===== src/rtl/multicycle_control_unit_if.sv =====
// multicycle_control_unit_if
// Bundles the signals between the multicycle datapath and its control FSM.
//   master : datapath side (drives ir, zFlag, ALUzero, mem_ready; reads controls)
//   slave  : control unit side (reads datapath status; drives controls, state, counters)
// Parameter CNT_W sets the width of the performance counter signals.
interface multicycle_control_unit_if #(
  parameter int CNT_W = 16
);
  logic [23:0]      ir;
  logic             zFlag;
  logic             ALUzero;
  logic             mem_ready;

  logic [2:0]       currState;
  logic [2:0]       NextState;
  logic             IRwrite;
  logic             pcWrite;
  logic             regWr;
  logic             memRd;
  logic             memWr;
  logic             flagWr;
  logic [1:0]       pcSrc;
  logic [2:0]       ALUop;
  logic             ALUsrcImm;
  logic             subOp;
  logic             wbSrc;
  logic             illegal;
  logic [CNT_W-1:0] insNum;
  logic [CNT_W-1:0] cycCnt;
  logic [CNT_W-1:0] lastCPI;

  modport master (
    output ir, zFlag, ALUzero, mem_ready,
    input  currState, NextState, IRwrite, pcWrite, regWr, memRd, memWr, flagWr,
           pcSrc, ALUop, ALUsrcImm, subOp, wbSrc, illegal, insNum, cycCnt, lastCPI
  );

  modport slave (
    input  ir, zFlag, ALUzero, mem_ready,
    output currState, NextState, IRwrite, pcWrite, regWr, memRd, memWr, flagWr,
           pcSrc, ALUop, ALUsrcImm, subOp, wbSrc, illegal, insNum, cycCnt, lastCPI
  );
endinterface


===== src/rtl/multicycle_control_unit.sv =====
// multicycle_control_unit
// Control FSM for the 24-bit multicycle datapath. Sequences IF, ID, EXEC, MEM, WB
// and decodes ir: cond = ir[23:22], opcode = ir[21:17], SF = ir[16].
//
// Ports:
//   clk   : system clock, rising edge
//   reset : asynchronous, active-low reset
//   bus   : multicycle_control_unit_if.slave (ir/flags/mem_ready in; controls,
//           state, performance counters out)
// Parameters:
//   PC_STEP : sequential PC increment used by the datapath (informational)
//   CNT_W   : performance counter width
// Build option:
//   CTRL_PERF_COUNT_EN defined   -> insNum, cycCnt, lastCPI implemented
//   CTRL_PERF_COUNT_EN undefined -> the three counter outputs are constant 0
//
// Opcode map: AND=0 CAS=1 ADD=2 SUB=3 CMP=4 ANDI=5 ADDI=6 SUBI=7 LW=8 LWS=9
//             SW=10 BEQ=11 J=12 JR=13 JAL=14 LUI=15; 16..31 illegal.
// Condition:  00 always, 01 execute if Z=1, 10 execute if Z=0, 11 illegal.
//
// state | meaning
// IF    | fetch: IRwrite, memRd
// ID    | decode, condition check, jumps / skips complete here
// EXEC  | ALU operation, BEQ resolves here
// MEM   | load/store, held until mem_ready
// WB    | register write-back, always returns to IF
module multicycle_control_unit #(
  parameter int PC_STEP = 3,
  parameter int CNT_W   = 16
) (
  input logic                        clk,
  input logic                        reset,
  multicycle_control_unit_if.slave   bus
);

  if (PC_STEP <= 0) begin : g_pc_step_check
    $error("PC_STEP must be positive");
  end

  typedef enum logic [2:0] {
    S_IF   = 3'b000,
    S_ID   = 3'b001,
    S_EXEC = 3'b010,
    S_MEM  = 3'b011,
    S_WB   = 3'b100
  } state_t;

  localparam logic [4:0] OP_AND  = 5'd0;
  localparam logic [4:0] OP_CAS  = 5'd1;
  localparam logic [4:0] OP_ADD  = 5'd2;
  localparam logic [4:0] OP_SUB  = 5'd3;
  localparam logic [4:0] OP_CMP  = 5'd4;
  localparam logic [4:0] OP_ANDI = 5'd5;
  localparam logic [4:0] OP_ADDI = 5'd6;
  localparam logic [4:0] OP_SUBI = 5'd7;
  localparam logic [4:0] OP_LW   = 5'd8;
  localparam logic [4:0] OP_LWS  = 5'd9;
  localparam logic [4:0] OP_SW   = 5'd10;
  localparam logic [4:0] OP_BEQ  = 5'd11;
  localparam logic [4:0] OP_J    = 5'd12;
  localparam logic [4:0] OP_JR   = 5'd13;
  localparam logic [4:0] OP_JAL  = 5'd14;
  localparam logic [4:0] OP_LUI  = 5'd15;

  state_t state, next_state;

  logic [1:0] cond;
  logic [4:0] opcode;
  logic       sf;
  logic       is_load;
  logic       cond_fail;

  logic       ir_write, pc_write, reg_wr, mem_rd, mem_wr, flag_wr;
  logic [1:0] pc_src;
  logic [2:0] alu_op;
  logic       alu_src_imm, sub_op, wb_src, illegal_op;

  assign cond      = bus.ir[23:22];
  assign opcode    = bus.ir[21:17];
  assign sf        = bus.ir[16];
  assign is_load   = (opcode == OP_LW) || (opcode == OP_LWS);
  assign cond_fail = ((cond == 2'b01) && !bus.zFlag) || ((cond == 2'b10) && bus.zFlag);

  always_ff @(posedge clk or negedge reset) begin
    if (!reset) begin
      state <= S_IF;
    end else begin
      state <= next_state;
    end
  end

  always_comb begin
    next_state  = state;
    ir_write    = 1'b0;
    pc_write    = 1'b0;
    reg_wr      = 1'b0;
    mem_rd      = 1'b0;
    mem_wr      = 1'b0;
    flag_wr     = 1'b0;
    pc_src      = 2'b00;
    alu_op      = 3'b000;
    alu_src_imm = 1'b0;
    sub_op      = 1'b0;
    wb_src      = 1'b0;
    illegal_op  = 1'b0;

    case (state)
      S_IF: begin
        ir_write   = 1'b1;
        mem_rd     = 1'b1;
        next_state = S_ID;
      end

      S_ID: begin
        // Illegal takes priority so cond=11 is flagged regardless of Z.
        if ((cond == 2'b11) || opcode[4]) begin
          illegal_op = 1'b1;
          pc_write   = 1'b1;
          next_state = S_IF;
        end else if (cond_fail) begin
          pc_write   = 1'b1;
          next_state = S_IF;
        end else begin
          case (opcode)
            OP_J: begin
              pc_write   = 1'b1;
              pc_src     = 2'b01;
              next_state = S_IF;
            end
            OP_JR: begin
              pc_write   = 1'b1;
              pc_src     = 2'b10;
              next_state = S_IF;
            end
            OP_JAL: begin
              // PC moves to the target here; WB only stores the return address.
              pc_write   = 1'b1;
              pc_src     = 2'b01;
              next_state = S_WB;
            end
            OP_LUI:  next_state = S_WB;
            default: next_state = S_EXEC;
          endcase
        end
      end

      S_EXEC: begin
        case (opcode)
          OP_AND, OP_ANDI, OP_ADD, OP_ADDI, OP_SUB, OP_SUBI, OP_CAS, OP_CMP: begin
            case (opcode)
              OP_AND, OP_ANDI: alu_op = 3'b000;
              OP_CAS:          alu_op = 3'b010;
              OP_CMP:          alu_op = 3'b011;
              default:         alu_op = 3'b001;
            endcase
            alu_src_imm = (opcode == OP_ANDI) || (opcode == OP_ADDI) || (opcode == OP_SUBI);
            sub_op      = (opcode == OP_SUB) || (opcode == OP_SUBI);
            flag_wr     = sf;
            next_state  = S_WB;
          end
          OP_LW, OP_LWS, OP_SW: begin
            // Address = base + immediate.
            alu_op      = 3'b001;
            alu_src_imm = 1'b1;
            next_state  = S_MEM;
          end
          OP_BEQ: begin
            alu_op     = 3'b001;
            sub_op     = 1'b1;
            pc_write   = 1'b1;
            pc_src     = bus.ALUzero ? 2'b11 : 2'b00;
            next_state = S_IF;
          end
          default: next_state = S_IF;
        endcase
      end

      S_MEM: begin
        mem_rd = is_load;
        mem_wr = !is_load;
        if (bus.mem_ready) begin
          if (is_load) begin
            next_state = S_WB;
          end else begin
            pc_write   = 1'b1;
            next_state = S_IF;
          end
        end
      end

      S_WB: begin
        reg_wr     = 1'b1;
        wb_src     = is_load;
        pc_write   = (opcode != OP_JAL);
        next_state = S_IF;
      end

      default: next_state = S_IF;
    endcase
  end

  assign bus.currState = state;
  assign bus.NextState = next_state;
  assign bus.IRwrite   = ir_write;
  assign bus.pcWrite   = pc_write;
  assign bus.regWr     = reg_wr;
  assign bus.memRd     = mem_rd;
  assign bus.memWr     = mem_wr;
  assign bus.flagWr    = flag_wr;
  assign bus.pcSrc     = pc_src;
  assign bus.ALUop     = alu_op;
  assign bus.ALUsrcImm = alu_src_imm;
  assign bus.subOp     = sub_op;
  assign bus.wbSrc     = wb_src;
  assign bus.illegal   = illegal_op;

`ifdef CTRL_PERF_COUNT_EN
  localparam logic [CNT_W-1:0] ONE = {{(CNT_W-1){1'b0}}, 1'b1};

  logic [CNT_W-1:0] ins_cnt, cyc_cnt, cpi_q, ins_cyc;

  // ins_cyc counts cycles of the instruction in flight; it is captured into
  // lastCPI on the edge that re-enters IF.
  always_ff @(posedge clk or negedge reset) begin
    if (!reset) begin
      ins_cnt <= '0;
      cyc_cnt <= '0;
      cpi_q   <= '0;
      ins_cyc <= '0;
    end else begin
      cyc_cnt <= cyc_cnt + ONE;
      if (state == S_ID) begin
        ins_cnt <= ins_cnt + ONE;
      end
      if ((next_state == S_IF) && (state != S_IF)) begin
        cpi_q   <= ins_cyc + ONE;
        ins_cyc <= '0;
      end else begin
        ins_cyc <= ins_cyc + ONE;
      end
    end
  end

  assign bus.insNum  = ins_cnt;
  assign bus.cycCnt  = cyc_cnt;
  assign bus.lastCPI = cpi_q;
`else
  assign bus.insNum  = '0;
  assign bus.cycCnt  = '0;
  assign bus.lastCPI = '0;
`endif

endmodule


===== src/flat_wrapper.sv =====
// flat-port wrapper written by rule: the top's interface ports become plain ports
module multicycle_control_unit_flat 
#(
  parameter int PC_STEP = 3,
  parameter int CNT_W   = 16
)
  (clk, reset, bus_ir, bus_zFlag, bus_ALUzero, bus_mem_ready, bus_currState, bus_NextState, bus_IRwrite, bus_pcWrite, bus_regWr, bus_memRd, bus_memWr, bus_flagWr, bus_pcSrc, bus_ALUop, bus_ALUsrcImm, bus_subOp, bus_wbSrc, bus_illegal, bus_insNum, bus_cycCnt, bus_lastCPI);
  multicycle_control_unit_if #(.CNT_W(CNT_W)) bus_i ();
  input logic clk;
  input logic reset;
  input wire logic [$bits(bus_i.ir)-1:0] bus_ir;
  input wire logic [$bits(bus_i.zFlag)-1:0] bus_zFlag;
  input wire logic [$bits(bus_i.ALUzero)-1:0] bus_ALUzero;
  input wire logic [$bits(bus_i.mem_ready)-1:0] bus_mem_ready;
  output wire logic [$bits(bus_i.currState)-1:0] bus_currState;
  output wire logic [$bits(bus_i.NextState)-1:0] bus_NextState;
  output wire logic [$bits(bus_i.IRwrite)-1:0] bus_IRwrite;
  output wire logic [$bits(bus_i.pcWrite)-1:0] bus_pcWrite;
  output wire logic [$bits(bus_i.regWr)-1:0] bus_regWr;
  output wire logic [$bits(bus_i.memRd)-1:0] bus_memRd;
  output wire logic [$bits(bus_i.memWr)-1:0] bus_memWr;
  output wire logic [$bits(bus_i.flagWr)-1:0] bus_flagWr;
  output wire logic [$bits(bus_i.pcSrc)-1:0] bus_pcSrc;
  output wire logic [$bits(bus_i.ALUop)-1:0] bus_ALUop;
  output wire logic [$bits(bus_i.ALUsrcImm)-1:0] bus_ALUsrcImm;
  output wire logic [$bits(bus_i.subOp)-1:0] bus_subOp;
  output wire logic [$bits(bus_i.wbSrc)-1:0] bus_wbSrc;
  output wire logic [$bits(bus_i.illegal)-1:0] bus_illegal;
  output wire logic [$bits(bus_i.insNum)-1:0] bus_insNum;
  output wire logic [$bits(bus_i.cycCnt)-1:0] bus_cycCnt;
  output wire logic [$bits(bus_i.lastCPI)-1:0] bus_lastCPI;
  assign bus_i.ir = bus_ir;
  assign bus_i.zFlag = bus_zFlag;
  assign bus_i.ALUzero = bus_ALUzero;
  assign bus_i.mem_ready = bus_mem_ready;
  assign bus_currState = bus_i.currState;
  assign bus_NextState = bus_i.NextState;
  assign bus_IRwrite = bus_i.IRwrite;
  assign bus_pcWrite = bus_i.pcWrite;
  assign bus_regWr = bus_i.regWr;
  assign bus_memRd = bus_i.memRd;
  assign bus_memWr = bus_i.memWr;
  assign bus_flagWr = bus_i.flagWr;
  assign bus_pcSrc = bus_i.pcSrc;
  assign bus_ALUop = bus_i.ALUop;
  assign bus_ALUsrcImm = bus_i.ALUsrcImm;
  assign bus_subOp = bus_i.subOp;
  assign bus_wbSrc = bus_i.wbSrc;
  assign bus_illegal = bus_i.illegal;
  assign bus_insNum = bus_i.insNum;
  assign bus_cycCnt = bus_i.cycCnt;
  assign bus_lastCPI = bus_i.lastCPI;
  multicycle_control_unit #(.PC_STEP(PC_STEP), .CNT_W(CNT_W)) u_core (.clk(clk), .reset(reset), .bus(bus_i));
endmodule

===== config.mk =====
export PLATFORM = sky130hd
export DESIGN_NAME = multicycle_control_unit_flat
export DESIGN_NICKNAME = d
export VERILOG_FILES = /design/src/rtl/multicycle_control_unit_if.sv /design/src/rtl/multicycle_control_unit.sv /design/src/flat_wrapper.sv
export SDC_FILE = /design/constraint.sdc
export NUM_CORES = 1
export LEC_CHECK = 0
export CORE_AREA = 3 3 57 70
export CTS_BUF_LIST = sky130_fd_sc_hd__clkbuf_16
export DETAILED_ROUTE_END_ITERATION = 16
export DIE_AREA = 0 0 60 73
export GPL_TIMING_DRIVEN = 0
export HOLD_SLACK_MARGIN = 0.02
export PLACE_DENSITY = 0.72
export SKIP_LAST_GASP = 1
export SYNTH_ARGS = -nofsm -noshare
export SYNTH_HDL_FRONTEND = slang
export SYNTH_SLANG_ARGS = --single-unit

===== constraint.sdc =====
create_clock -name clk -period 1.7 [get_ports clk]
set_clock_uncertainty 0.1 [all_clocks]
set_input_delay 0.17 -clock clk [delete_from_list [all_inputs] [get_ports clk]]
set_output_delay 0.17 -clock clk [all_outputs]
set_load 0.05 [all_outputs]

==> flow_summary.ini, run 1 <==
[run_status]
outcome = finished, violations left
violations = negative setup slack

[clock_network]
cts-root-buf = clkbuf_16
cts.htree.levels = 1
clock_latency_ns = 0.23
cts_tree = built
cts_num_sinks = 3
number_of_buffers_on_the_longest_clock_path = 2
cts.clk_slew.worst_paths_ns = 0.03
cts-buffers-inserted = 3

[yosys]
synth_top_cell_area_share_pct = 48.2
seq_area_frac_synth_pct = 9.84
postSynth.asyncResetShare_pct = 100
synth_cells = 100
most_area_hungry_cell_type_in_the_yosys_netlist = buf_4
ys_seq_elements = 3
syn-mean-instance-area_um2 = 7.63
dominantRegCellSynth = dfrtp_1
ys_top_cells_by_area = buf_4, dfrtp_1, nor4b_4
synth_enable_flop_cells = 0
netlist_top_cells_count = buf_4, nor2_1, nand2_1
yosysMostFrequentCell = buf_4
post_synth_instance_area_um2 = 763
synth_cell_types = 34
ys_warn_count = 0

[worst_setup_path]
worst_ep_required_time_ns = 1.43
timing_worst_setup_path_type = reg2out
cp_data_arrival_time_ns = 1.93
timing.critical_path.from_type = flop
cp-end-kind = output pin
worst_path_maximum_fanout = 4

[floorplanning]
die_w_um = 60
io-pin-count = 98
core_region_area_um2 = 3340
initial_core_util_pct = 22.9
dieArea_um2 = 4380
die-height_um = 73
placement_rows = 23

[global_route]
globalRouteTotalUtil_pct = 10.4
grt_first_pass_wirelength_mm = 3.53
gr-total-overflow = 0
number_of_antenna_violations_at_the_first_check_in_global_routing = 0
via_count_of_the_first_global_routing_pass = 789
grt_max_degree = 11

[layout]
number_of_nets_at_the_end_of_the_flow = 227
num-fill-cells = 319
post-route-util_pct = 50.0
post_route_cells_drive_above_1_share_pct = 59.4
layout_overhead_on_the_synthesized_area_pct = 119
max_reg_flops = 3
num_antenna_cells = 0

[place]
gp_routability_congestion = 0.671
io_buffers = 31
detailedPlace.worstSlack_ns = -1.22
dpl.hpwl_mm = 1.74

[timing]
fraction_of_the_cycle_the_final_worst_path_needs_pct = 129
grt_setup_unrepaired = yes
timing_hold_violations_final = 0
max_freq_ghz = 0.455
finalHoldWorstSlack_ns = 0.0338
report.final.setup_viol = 15
final_critical_path_setup_slack_ns = -0.500
fin_tns_setup_ns = -4.93
fin_crit_ns = 2.20
slew_viol_final = 0

[drt]
drt-initial-drc-count = 7
post_drt_wl_per_cell_um = 10.1
ant_nets = 0
wl_mm = 2.37
drt_pre_antenna_iters = 4
avgViaCountPerCell = 3.59
drcViolationCount = 0
vias = 839

[pwr]
total_power_mw = 1.89
vdd_drop_max_mv = 0.881
p_leak_nw = 0.898
power_per_cell_area_nw_per_um2 = 1130

[worst_hold_path]
worst_hold_path_type = in2async

[job]
cap_viol_max_count = 0
## final timing paths
kind,startpoint,to,slack [ns],depth (start not counted)
worst max-delay path,u_core.bus.currState[2]$_DFF_PN0_,bus_pcSrc[1],-0.50,6
worst min-delay path,reset,u_core.bus.currState[1]$_DFF_PN0_,0.03,1
worst max register to register,u_core.bus.currState[2]$_DFF_PN0_,u_core.bus.currState[2]$_DFF_PN0_,-0.02,4
worst min register to register,u_core.bus.currState[1]$_DFF_PN0_,u_core.bus.currState[0]$_DFF_PN0_,0.58,2
max in group asynchronous,reset,u_core.bus.currState[2]$_DFF_PN0_,1.30,1
min in group clk,bus_ir[21],u_core.bus.currState[1]$_DFF_PN0_,0.18,2
## power by group
part           switching (mW)  internal (mW)  total, mW
clock network          0.0702          0.304      0.374
logic                   0.903          0.501       1.40
registers              0.0182         0.0959      0.114
## through the flow
step	instance area, µm²	cells
floorplan	1050	148
global placement	1400	216
detailed placement	1400	216
CTS	1600	229
global route	1670	234
finish	1670	234
## critical path, cell delays in order (launching register included)
cell	delay, ns
dfrtp_2	0.41
buf_4	0.15
or3b_4	0.42
nor4b_4	0.30
nand2b_1	0.11
a21oi_2	0.15
buf_6	0.17
## cell type report
type	instances	area (µm²)	area share, %
plain buffers	50	373	22.3
clock inverters	1	3.75	0.225
flip-flops and latches	3	78.8	4.72
clock buffers	3	75.1	4.50
well taps	37	46.3	2.77
repair buffers	45	439	26.3
inverters	2	7.51	0.450
multi-input cells	93	646	38.7
## per-layer routing
metal  track usage [%]  wire length (µm)  part of all wire (%)  vias up
met1              11.4               818                    35      345
met5                 0                 0                     0        -
met3              2.48               295                    12        5
met4              5.17                48                   2.0        0
met2              18.1              1210                    51       53
li1                  -                 -                     -      436
## repair_timing
action	in CTS	in global routing
hold buffers	0	0
endpoints found under the setup margin	23	19
buffers inserted	9	5
pin swaps	9	9
resized for setup	137	22
cloned	0	0
## kinds of logic (layout without fill, tap and decap cells)
group,count (synthesis),count (layout),synth area share [%]
DFF,3,3,9.84
buffers and inverters,52,101,49.7
AOI/OAI and AO/OA,14,14,12.6
xor gates and xnor gates,1,1,1.15
other,1,49,0.491
and+or+nand+nor,28,28,24.8
muxes,1,1,1.48
## layout by cell type, fill, tap and decap left out, types with 4 or more instances in the layout
cell	Yosys	layout
clkdlybuf4s50_1	0	8
conb_1	1	49
nand2_1	5	4
buf_8	0	5
buf_4	49	64
buf_6	0	12
Note: power is estimated with default switching activity, not from simulation.
==> run 2: changes to the inputs <==
Settings changed: SLEW_MARGIN from default to 20.
==> results of run 2 <==
Same layout as run 1: the final DEF is identical, and so are final timing and power.
